### config.mk
export PLATFORM = sky130hd
export DESIGN_NAME = nim_trigger_matrix
export DESIGN_NICKNAME = d
export VERILOG_FILES = /design/src/rtl/nim_trig_pkg.sv /design/src/rtl/nim_trigger_channel.sv /design/src/rtl/nim_trigger_matrix.sv
export SDC_FILE = /design/constraint.sdc
export NUM_CORES = 2
export LEC_CHECK = 0
export ABC_AREA = 1
export CORE_MARGIN = 10
export CORE_UTILIZATION = 50
export DETAILED_ROUTE_END_ITERATION = 16
export GPL_TIMING_DRIVEN = 0
export PLACE_DENSITY = 0.8
export REMOVE_ABC_BUFFERS = 1
export SYNTH_ARGS = -nofsm -noshare
export SYNTH_HDL_FRONTEND = slang
export SYNTH_HIERARCHICAL = 1
export SYNTH_SLANG_ARGS = --single-unit
### constraint.sdc
create_clock -name clk -period 5.09 [get_ports clk]
set_clock_uncertainty 0.15 [all_clocks]
set_input_delay 0.509 -clock clk [delete_from_list [all_inputs] [get_ports clk]]
set_output_delay 0.509 -clock clk [all_outputs]
set_load 0.02 [all_outputs]
### src/rtl/nim_trig_pkg.sv
// Shared types and default widths for the NIM trigger matrix.
// Channel configuration and state encodings live here so the top and channel agree.
package nim_trig_pkg;

    localparam int unsigned DEF_N_IN       = 12;
    localparam int unsigned DEF_N_OUT      = 4;
    localparam int unsigned DEF_CNT_W      = 32;
    localparam int unsigned DEF_STRETCH_W  = 8;
    localparam int unsigned DEF_PRESCALE_W = 16;
    localparam int unsigned DEF_DEAD_W     = 16;
    localparam int unsigned DEF_THR_W      = $clog2(DEF_N_IN + 1);

    typedef enum logic [1:0] {
        MODE_OR  = 2'd0,
        MODE_AND = 2'd1,
        MODE_MAJ = 2'd2,
        MODE_DIS = 2'd3
    } trig_mode_t;

    // Legacy state codes, kept so existing decode logic and probes still line up
    localparam logic [1:0] ST_IDLE  = 2'd0;
    localparam logic [1:0] ST_PULSE = 2'd1;
    localparam logic [1:0] ST_DEAD  = 2'd2;

    typedef enum logic [1:0] {
        IDLE  = ST_IDLE,
        PULSE = ST_PULSE,
        DEAD  = ST_DEAD
    } trig_state_t;

    typedef struct packed {
        logic [DEF_N_IN-1:0]       mask;
        logic [DEF_N_IN-1:0]       veto_mask;
        trig_mode_t                mode;
        logic [DEF_THR_W-1:0]      threshold;
        logic [DEF_PRESCALE_W-1:0] prescale;
        logic [DEF_STRETCH_W-1:0]  stretch;
        logic [DEF_DEAD_W-1:0]     deadtime;
        logic                      out_invert;
    } chan_cfg_t;

endpackage

### src/rtl/nim_trigger_channel.sv
// One trigger output channel: condition, rising-edge candidate, prescaler,
// pulse/dead FSM and the three saturating counters.
module nim_trigger_channel
    import nim_trig_pkg::*;
#(
    parameter int unsigned N_IN       = DEF_N_IN,
    parameter int unsigned CNT_W      = DEF_CNT_W,
    parameter int unsigned STRETCH_W  = DEF_STRETCH_W,
    parameter int unsigned PRESCALE_W = DEF_PRESCALE_W,
    parameter int unsigned DEAD_W     = DEF_DEAD_W,
    localparam int unsigned THR_W     = $clog2(N_IN + 1)
) (
    input  logic                  clk,
    input  logic                  reset,
    input  logic [N_IN-1:0]       in_q,
    input  logic [N_IN-1:0]       mask,
    input  logic [N_IN-1:0]       veto_mask,
    input  logic [1:0]            mode,
    input  logic [THR_W-1:0]      threshold,
    input  logic [PRESCALE_W-1:0] prescale,
    input  logic [STRETCH_W-1:0]  stretch,
    input  logic [DEAD_W-1:0]     deadtime,
    input  logic                  reset_cnt,
    output logic                  pulse_q,
    output logic [CNT_W-1:0]      count_raw,
    output logic [CNT_W-1:0]      count_acc,
    output logic [CNT_W-1:0]      count_lost
);

    trig_state_t           state;
    logic [N_IN-1:0]       sel;
    logic [THR_W-1:0]      pop;
    logic                  cond;
    logic                  cond_d;
    logic                  veto;
    logic                  cand;
    logic                  pre_hit;
    logic [PRESCALE_W-1:0] pre_cnt;
    logic [STRETCH_W-1:0]  width_cnt;
    logic [DEAD_W-1:0]     dead_cnt;

    assign sel = in_q & mask;

    always_comb begin
        pop = '0;
        for (int unsigned i = 0; i < N_IN; i++) begin
            pop = pop + THR_W'(sel[i]);
        end
    end

    always_comb begin
        cond = 1'b0;
        case (trig_mode_t'(mode))
            MODE_OR:  cond = (pop != '0);
            MODE_AND: cond = (sel == mask) && (mask != '0);
            MODE_MAJ: cond = (threshold != '0) && (pop >= threshold);
            default:  cond = 1'b0;
        endcase
    end

    assign veto = |(in_q & veto_mask);
    assign cand = cond & ~cond_d & ~veto;
    // >= rather than == so a prescale lowered below pre_cnt accepts the next candidate
    assign pre_hit = (pre_cnt >= prescale);

    always_ff @(posedge clk or posedge reset) begin
        if (reset) begin
            state     <= IDLE;
            pulse_q   <= 1'b0;
            cond_d    <= 1'b0;
            width_cnt <= '0;
            dead_cnt  <= '0;
        end else begin
            cond_d <= cond;
            case (state)
                IDLE: begin
                    if (cand && pre_hit) begin
                        state     <= PULSE;
                        pulse_q   <= 1'b1;
                        width_cnt <= stretch;
                    end
                end
                PULSE: begin
                    if (width_cnt == '0) begin
                        pulse_q <= 1'b0;
                        if (deadtime != '0) begin
                            state    <= DEAD;
                            dead_cnt <= deadtime;
                        end else begin
                            state <= IDLE;
                        end
                    end else begin
                        width_cnt <= width_cnt - STRETCH_W'(1);
                    end
                end
                DEAD: begin
                    if (dead_cnt <= DEAD_W'(1)) begin
                        state <= IDLE;
                    end else begin
                        dead_cnt <= dead_cnt - DEAD_W'(1);
                    end
                end
                default: begin
                    state   <= IDLE;
                    pulse_q <= 1'b0;
                end
            endcase
        end
    end

    always_ff @(posedge clk or posedge reset) begin
        if (reset) begin
            pre_cnt    <= '0;
            count_raw  <= '0;
            count_acc  <= '0;
            count_lost <= '0;
        end else if (reset_cnt) begin
            pre_cnt    <= '0;
            count_raw  <= '0;
            count_acc  <= '0;
            count_lost <= '0;
        end else if (cand) begin
            if (count_raw != '1) count_raw <= count_raw + CNT_W'(1);
            if (state == IDLE) begin
                if (pre_hit) begin
                    pre_cnt <= '0;
                    if (count_acc != '1) count_acc <= count_acc + CNT_W'(1);
                end else begin
                    pre_cnt <= pre_cnt + PRESCALE_W'(1);
                end
            end else begin
                if (count_lost != '1) count_lost <= count_lost + CNT_W'(1);
            end
        end
    end

endmodule

### src/rtl/nim_trigger_matrix.sv
// Programmable trigger matrix: registers the conditioned inputs once and fans
// them out to N_OUT independent trigger channels.
module nim_trigger_matrix
    import nim_trig_pkg::*;
#(
    parameter int unsigned N_IN       = DEF_N_IN,
    parameter int unsigned N_OUT      = DEF_N_OUT,
    parameter int unsigned CNT_W      = DEF_CNT_W,
    parameter int unsigned STRETCH_W  = DEF_STRETCH_W,
    parameter int unsigned PRESCALE_W = DEF_PRESCALE_W,
    parameter int unsigned DEAD_W     = DEF_DEAD_W
) (
    input  logic                                 clk,
    input  logic                                 reset,
    input  logic [N_IN-1:0]                      inputs,
    input  logic [N_OUT*N_IN-1:0]                mask,
    input  logic [N_OUT*N_IN-1:0]                veto_mask,
    input  logic [N_OUT*2-1:0]                   mode,
    input  logic [N_OUT*$clog2(N_IN+1)-1:0]      threshold,
    input  logic [N_OUT*PRESCALE_W-1:0]          prescale,
    input  logic [N_OUT*STRETCH_W-1:0]           stretch,
    input  logic [N_OUT*DEAD_W-1:0]              deadtime,
    input  logic [N_OUT-1:0]                     out_invert,
    input  logic                                 reset_cnt,
    output logic [N_OUT-1:0]                     dout,
    output logic [N_OUT*CNT_W-1:0]               count_raw,
    output logic [N_OUT*CNT_W-1:0]               count_acc,
    output logic [N_OUT*CNT_W-1:0]               count_lost
);

    localparam int unsigned THR_W = $clog2(N_IN + 1);

    logic [N_IN-1:0]  in_q;
    logic [N_OUT-1:0] pulse_q;

    always_ff @(posedge clk or posedge reset) begin
        if (reset) begin
            in_q <= '0;
        end else begin
            in_q <= inputs;
        end
    end

    for (genvar o = 0; o < N_OUT; o++) begin : g_chan
        nim_trigger_channel #(
            .N_IN       (N_IN),
            .CNT_W      (CNT_W),
            .STRETCH_W  (STRETCH_W),
            .PRESCALE_W (PRESCALE_W),
            .DEAD_W     (DEAD_W)
        ) u_chan (
            .clk        (clk),
            .reset      (reset),
            .in_q       (in_q),
            .mask       (mask[o*N_IN +: N_IN]),
            .veto_mask  (veto_mask[o*N_IN +: N_IN]),
            .mode       (mode[o*2 +: 2]),
            .threshold  (threshold[o*THR_W +: THR_W]),
            .prescale   (prescale[o*PRESCALE_W +: PRESCALE_W]),
            .stretch    (stretch[o*STRETCH_W +: STRETCH_W]),
            .deadtime   (deadtime[o*DEAD_W +: DEAD_W]),
            .reset_cnt  (reset_cnt),
            .pulse_q    (pulse_q[o]),
            .count_raw  (count_raw[o*CNT_W +: CNT_W]),
            .count_acc  (count_acc[o*CNT_W +: CNT_W]),
            .count_lost (count_lost[o*CNT_W +: CNT_W])
        );
    end

    assign dout = pulse_q ^ out_invert;

endmodule

# ---- Word level (Yosys, flattened, before mapping)
# Index checks and enable logic that the tools add are counted.
dict set report totals {
  reg_bits 572
  input_bits 299
  output_inout_bits 388
  wordCells 442
}
dict set report classes {
  addsub 68
  magnitude_cmp 12
  eq_ne 60
  n_mux 128
  n_bitwise 29
  n_reduce_logical 108
}
# cell n
set ops {}
lappend ops {{2-to-1 mux 32 bit} 48}
lappend ops {{2-to-1 mux 16 bit} 28}
lappend ops {{adder 32 x 1 -> 32 bit, second input constant} 12}
lappend ops {{!= test 32 bit, second input constant} 12}
lappend ops {{adder 4 x 1 -> 4 bit} 40}
lappend ops {{one-hot mux 16 bit (2 select lines)} 4}
lappend ops {{bitwise AND 12 bit} 8}
lappend ops {{adder 16 x 1 -> 16 bit, second input constant} 4}
lappend ops {{>= comparator 16 bit} 4}
lappend ops {{less-or-equal comparator 16 x 1 -> 1 bit, second input constant} 4}
lappend ops {{2-to-1 mux 8 bit} 8}
lappend ops {{one-hot mux 8 bit (2 select lines)} 4}
lappend ops {{nonzero test 16 bit} 4}
lappend ops {{nonzero test 2 bit} 32}
lappend ops {{subtractor 16 x 1 -> 16 bit, second input constant} 4}
lappend ops {{== test 12 bit} 4}
lappend ops {{AND reduction 3 bit} 16}
lappend ops {{nonzero test 12 bit} 4}
lappend ops {{OR reduction 12 bit} 4}
lappend ops {{zero test 8 bit} 4}
lappend ops {{2-to-1 mux 2 bit} 16}
lappend ops {{!= test 2 x 1 -> 1 bit, second input constant} 16}
lappend ops {{AND reduction 4 bit} 8}
lappend ops {{nonzero test 4 bit} 8}
lappend ops {{other kinds (15)} 109}

# ---- Logic depth before layout (Yosys ltp)
dict set report depth {
  word_depth 20
  depth_mapped 25
  ltp_nobuf 23
}

# ---- Cells and area by module
# Netlist, hierarchy kept.
# mod instances cells_each area_per_inst_um2 seq_area_each_um2
set by_module_without_submodules {}
lappend by_module_without_submodules {{nim_trigger_channel at g_chan[0].u_chan ...} 2 1655 11020.6 3503.4}
lappend by_module_without_submodules {{nim_trigger_channel at g_chan[3].u_chan} 1 1632 10913.0 3503.4}
lappend by_module_without_submodules {{nim_trigger_channel at g_chan[1].u_chan} 1 1645 10759.1 3503.4}
lappend by_module_without_submodules {nim_trigger_matrix 1 33 379.1 300.3}

# ---- Worst setup path after synthesis
# OpenSTA, ideal clock, no wires.
dict set report synth_path {
  path_kind {input port to flip-flop}
  start {in mask[36]}
  end {reg g_chan[3].u_chan.count_acc[27]}
  setup_time_ns 0.118
  t_arrival_ns 4.668
  t_required_ns 4.822
  setup_slack_ns 0.154
  stages 23
  n_path_buf 1
  path_cell_list {nand2_1 -> inv_1 -> fa_1 -> inv_1 -> fa_1 -> fa_1 -> fa_1 -> inv_1 -> ha_1 -> inv_1 -> fa_1 -> inv_1 -> ha_1 -> a21oi_1 -> o21ai_0 -> nand2_1 -> nand3_2 -> nand2_4 -> nand2_4 -> nand3_2 -> buf_6 -> nand2_1 -> nand2_1}
}
dict set report synth_between {
  elab_chain_cells 19
  word_cells_on_any_way 23
  classes_between {add/sub (11); order compare (1); eq/ne (1); mux (1); bitwise (3); reduce/logical (6)}
}
# item line
set synth_rtl {}
lappend synth_rtl {{start, declared} nim_trigger_matrix.sv:16} ;# input logic [N_OUT*N_IN-1:0] mask,
lappend synth_rtl {{bitwise AND 12 bit} nim_trigger_channel.sv:42} ;# assign sel = in_q & mask;
lappend synth_rtl {{adder 1 x 1 -> 2 bit} nim_trigger_channel.sv:47} ;# pop = pop + THR_W'(sel[i]);
lappend synth_rtl {{adder 4 x 1 -> 4 bit (10 in a row)} nim_trigger_channel.sv:47}
lappend synth_rtl {{>= comparator 4 bit} nim_trigger_channel.sv:56} ;# MODE_MAJ: cond = (threshold != '0) && (pop >= threshold);
lappend synth_rtl {{logical AND 1 bit} nim_trigger_channel.sv:56}
lappend synth_rtl {{one-hot mux 1 bit (3 select lines) (*)} nim_trigger_channel.sv:53} ;# case (trig_mode_t'(mode))
lappend synth_rtl {{net g_chan[3].u_chan.cond} nim_trigger_channel.sv:33} ;# logic cond;
lappend synth_rtl {{bitwise AND 1 bit (*) (2 in a row)} nim_trigger_channel.sv:62} ;# assign cand = cond & ~cond_d & ~veto;
lappend synth_rtl {{nonzero test 2 bit (no source line) (*)} -}
lappend synth_rtl {{AND reduction 4 bit (no source line) (*)} -}
lappend synth_rtl {{end signal, assigned} nim_trigger_channel.sv:127} ;# if (count_acc != '1) count_acc <= count_acc + CNT_W'(1);
lappend synth_rtl {{end, declared} nim_trigger_channel.sv:26} ;# output logic [CNT_W-1:0] count_acc,
# The timed path passes the listed nets; every way through them passes the cells marked *.
# A chain may end at the register's enable or synchronous reset.

# ---- Worst setup path after layout
dict set report layout_path {
  start {reg in_q[0]}
  end {reg g_chan[1].u_chan.count_acc[16]}
}
dict set report layout_between {
  elab_chain_cells 19
  word_cells_on_any_way 25
  classes_between {add/sub (11); order compare (1); eq/ne (1); mux (1); bitwise (5); reduce/logical (6)}
}
# item line
set layout_rtl {}
lappend layout_rtl {{start, declared} nim_trigger_matrix.sv:33} ;# logic [N_IN-1:0] in_q;
lappend layout_rtl {{start signal, assigned} nim_trigger_matrix.sv:40} ;# in_q <= inputs;
lappend layout_rtl {{bitwise AND 12 bit (*)} nim_trigger_channel.sv:42}
lappend layout_rtl {{adder 1 x 1 -> 2 bit} nim_trigger_channel.sv:47}
lappend layout_rtl {{adder 4 x 1 -> 4 bit (10 in a row)} nim_trigger_channel.sv:47}
lappend layout_rtl {{>= comparator 4 bit} nim_trigger_channel.sv:56}
lappend layout_rtl {{logical AND 1 bit} nim_trigger_channel.sv:56}
lappend layout_rtl {{one-hot mux 1 bit (3 select lines) (*)} nim_trigger_channel.sv:53}
lappend layout_rtl {{net g_chan[1].u_chan.cond} nim_trigger_channel.sv:33}
lappend layout_rtl {{bitwise AND 1 bit (*) (2 in a row)} nim_trigger_channel.sv:62}
lappend layout_rtl {{nonzero test 2 bit (no source line) (*)} -}
lappend layout_rtl {{AND reduction 4 bit (no source line) (*)} -}
lappend layout_rtl {{end signal, assigned} nim_trigger_channel.sv:127}
lappend layout_rtl {{end, declared} nim_trigger_channel.sv:26}
# Marks and branches as above.

==> flow_summary.ini <==
[critical_path]
r2r_setup_slack_ns = -0.43
worst-path-max-fanout = 8
crit_path_end_kind = flip-flop
crit_arrival_ns = 5.87
r2r-start = in_q[0]
path_class = reg2reg
critPathCapture = g_chan[1].u_chan/count_acc[16]
reg2reg_to = g_chan[1].u_chan/count_acc[16]
cp_data_required_time_ns = 5.44
reg2regPathDepth = 22
crit_path_start = in_q[0]
critPathLaunchType = flip-flop

[placement]
dp_hpwl_mm = 116.5
place_ws_ns = -2.227
port_buffers = 686
gp_congestion = 0.9830

[timing]
finalHoldViolCount = 0
hold_ws_ns = 0.1489
fin_crit_ns = 5.518
setup_viol = 487
slew_viol_final = 0
max_freq_ghz = 0.1812
rsz0062_at_grt = yes
tightest_slew_ns = 1.385
slew_headroom_pct = 6.952
fin_ws_ns = -0.4280
fin_crit_sh_pct = 108.4

[clocking]
clockBufferDepth = 3
cts_made_buffers = 71
clock-root-buffer = clkbuf_16
h-tree-depth = 3
cts_tree = built
clkSinkCount = 572
insertion_delay_ns = 0.64
hold_buffers = 0
path_clk_slew_ns = 0.06

[synth]
async_reset_ff_share_pct = 100.0
synthCells = 6620
yosysTopAreaCell = dfrtp_1
synth.avg_cell_area_sq_um = 6.660
synth_edf_count = 0
synth_most_common_cell = nand2_1
synthDistinctLibCells = 52
synth_top_area_share_pct = 32.46
ys_seq_area_share_pct = 32.46
syn_area_sq_um = 44090
ys_warn_count = 6
ys_ff_latch = 572
synth_flop_cell = dfrtp_1
ys_top_cells_by_area = dfrtp_1, nand2_1, nor2_1
synth_common_cells = nand2_1, nor2_1, inv_1

[run_status]
violations = setup timing
outcome = finished with violations

[power]
p_leak_nw = 25.93
vdd_drop_max_v = 0.0002863
power_density_nw_per_um2 = 228.1

[global_routing]
antenna_found_initial = 27
first_global_vias = 45977
grt_pass1_wl_mm = 260.7
grt_usage_pct = 32.54
grt_overflow = 0
grt_start_max_net_pins = 142

[floorplan]
rows = 108
io_pins = 687
initial_core_util_pct = 50.59
core_sq_um = 87160
dieArea_sq_um = 100500
die_h_microns = 317.0
die_w_microns = 317.0

[route]
dr.pass1.iters = 6
vias_per_cell = 5.665
dr.first_iter.drc_count = 4958
vias = 48789
wl_mm = 173.8
detail-route-antenna-nets = 0
wl_per_cell_microns = 20.18
route.detailed.drc = 0

[finish]
fillCellCount = 7504
final_core_util_pct = 66.67
area_delta_synth_final_pct = 31.78
drive_gt1_share_pct = 13.51
regArea_sq_um = 14340
nets = 7838
multi_input_area_sq_um = 28790

[job]
drv_cap = 0

[hold_path]
holdCritPathClass = in2reg
==> stage by stage <==
stage               setup TNS, ns  power, mW  cell area [sq um]  instances
global route              -230.80      13.82              58080       8604
detailed placement        -674.98      7.293              51530       8283
finish                    -138.12      13.26              58110       8613
global placement         -8051.14      7.181              51160       8267
floorplan                  -86.48      6.385              42850       6426
CTS                       -127.36      13.04              56490       8536
==> worst min path at each step <==
| stage | from | endpoint | slack [ns] | cells past startpoint |
|---|---|---|---|---|
| 2_1_floorplan | reset | in_q[0] | 0.22 | 1 |
| 3_3_place_gp | g_chan[3].u_chan/dead_cnt[15] | g_chan[3].u_chan/dead_cnt[15] | 0.34 | 2 |
| 3_5_place_dp | g_chan[1].u_chan/dead_cnt[15] | g_chan[1].u_chan/dead_cnt[15] | 0.35 | 2 |
| 4_1_cts | inputs[0] | in_q[0] | 0.12 | 1 |
| 5_1_grt | inputs[11] | in_q[11] | 0.14 | 1 |
| 6_report | inputs[1] | in_q[1] | 0.15 | 1 |
==> critical path: stages, from the launching register on <==
cell and delay, ns:
dfrtp_4 0.58, nand2_2 0.11, inv_2 0.04, fa_1 0.55, inv_2 0.05, fa_1 0.55, fa_1 0.44, fa_1 0.49
inv_1 0.07, ha_2 0.16, inv_2 0.04, fa_2 0.55, inv_2 0.05, ha_4 0.26, a21oi_2 0.05, o21ai_1 0.11
nand2_1 0.10, nand3_4 0.14, nand2_8 0.12, nand2_8 0.26, nand3_4 0.25, nand2_1 0.14, nand2_1 0.08
==> report_power, final <==
group / switching, mW / internal, mW
Sequential: 0.313 / 4.78
Combinational: 1.58 / 1.14
Clock: 2.19 / 3.27
Total: 4.08 / 9.18
==> metal layers <==
layer,part of all wire [%],GRT usage [%],wire length (microns),vias to the layer above
met5,0.066,0,115,-
met4,6.1,18.27,10580,12
met3,11,8.907,18310,576
met2,45,50.67,78220,2484
met1,38,40.47,66600,22797
li1,-,-,-,22920
==> layout make-up <==
type	instances	share of cell area, %
Clock buffer	95	3.564
Sequential cell	572	24.67
Clock inverter	32	0.6804
Inverter	675	4.395
Multi-Input combinational cell	5257	49.54
Timing Repair Buffer	806	14.57
Antenna cell	21	0.09044
Tap cell	1155	2.487
==> layout by cell type, fill, tap and decap left out, types with 14 or more instances in the layout <==
cell | Yosys | routed
nor4_1 | 27 | 27
clkinv_2 | 0 | 15
nor2_1 | 864 | 862
nand2_4 | 10 | 44
o21ai_1 | 30 | 27
xnor2_1 | 93 | 89
or2_2 | 106 | 106
a21oi_1 | 89 | 85
clkbuf_8 | 0 | 14
nand3_1 | 438 | 400
nor3b_1 | 27 | 27
nor3_1 | 223 | 223
inv_2 | 18 | 38
o31ai_1 | 20 | 20
nand4_1 | 233 | 233
diode_2 | 0 | 21
o21ai_2 | 98 | 127
nand3b_1 | 23 | 23
xor2_1 | 145 | 145
nand2_2 | 89 | 231
buf_6 | 24 | 30
nand2_1 | 2208 | 2030
o211ai_1 | 26 | 26
fa_1 | 28 | 24
buf_12 | 11 | 31
clkdlybuf4s50_1 | 0 | 685
ha_1 | 128 | 121
nand2_8 | 3 | 64
buf_4 | 20 | 45
clkbuf_16 | 0 | 75
o21ai_0 | 177 | 143
inv_1 | 648 | 624
dfrtp_1 | 572 | 566
nand3_2 | 8 | 37
nor2_2 | 24 | 26
nand3_4 | 2 | 23
==> flip-flops by register name (all words and copies together), names as in the netlist <==
| name | flops |
|---|---|
| g_chan.u_chan/count_acc | 128 |
| g_chan.u_chan/count_lost | 128 |
| g_chan.u_chan/count_raw | 128 |
| g_chan.u_chan/dead_cnt | 64 |
| g_chan.u_chan/pre_cnt | 64 |
| g_chan.u_chan/width_cnt | 32 |
| in_q | 12 |
| g_chan.u_chan/state | 8 |
| g_chan.u_chan/cond_d | 4 |
| g_chan.u_chan/pulse_q | 4 |
==> kinds of logic (layout without fill, tap and decap cells) <==
logic type      count (synthesis)  in the layout  synth area share [%]
simple gates                 4313           4389                 42.70
buf+inv                       869           1608                 8.561
flops                         572            572                 32.46
compound gates                472            474                 6.649
xor+xnor                      238            238                 4.728
fa+ha+maj                     156            156                 4.904
other cells                     0             21                     0
==> repair_timing <==
action / 4_1_cts / 5_1_grt
gates resized for setup: 248 / 264
gates cloned: 62 / 21
endpoints found under the setup margin: 490 / 490
pin swaps: 94 / 70
setup buffers: 64 / 37
(Power assumes the default switching activity.)
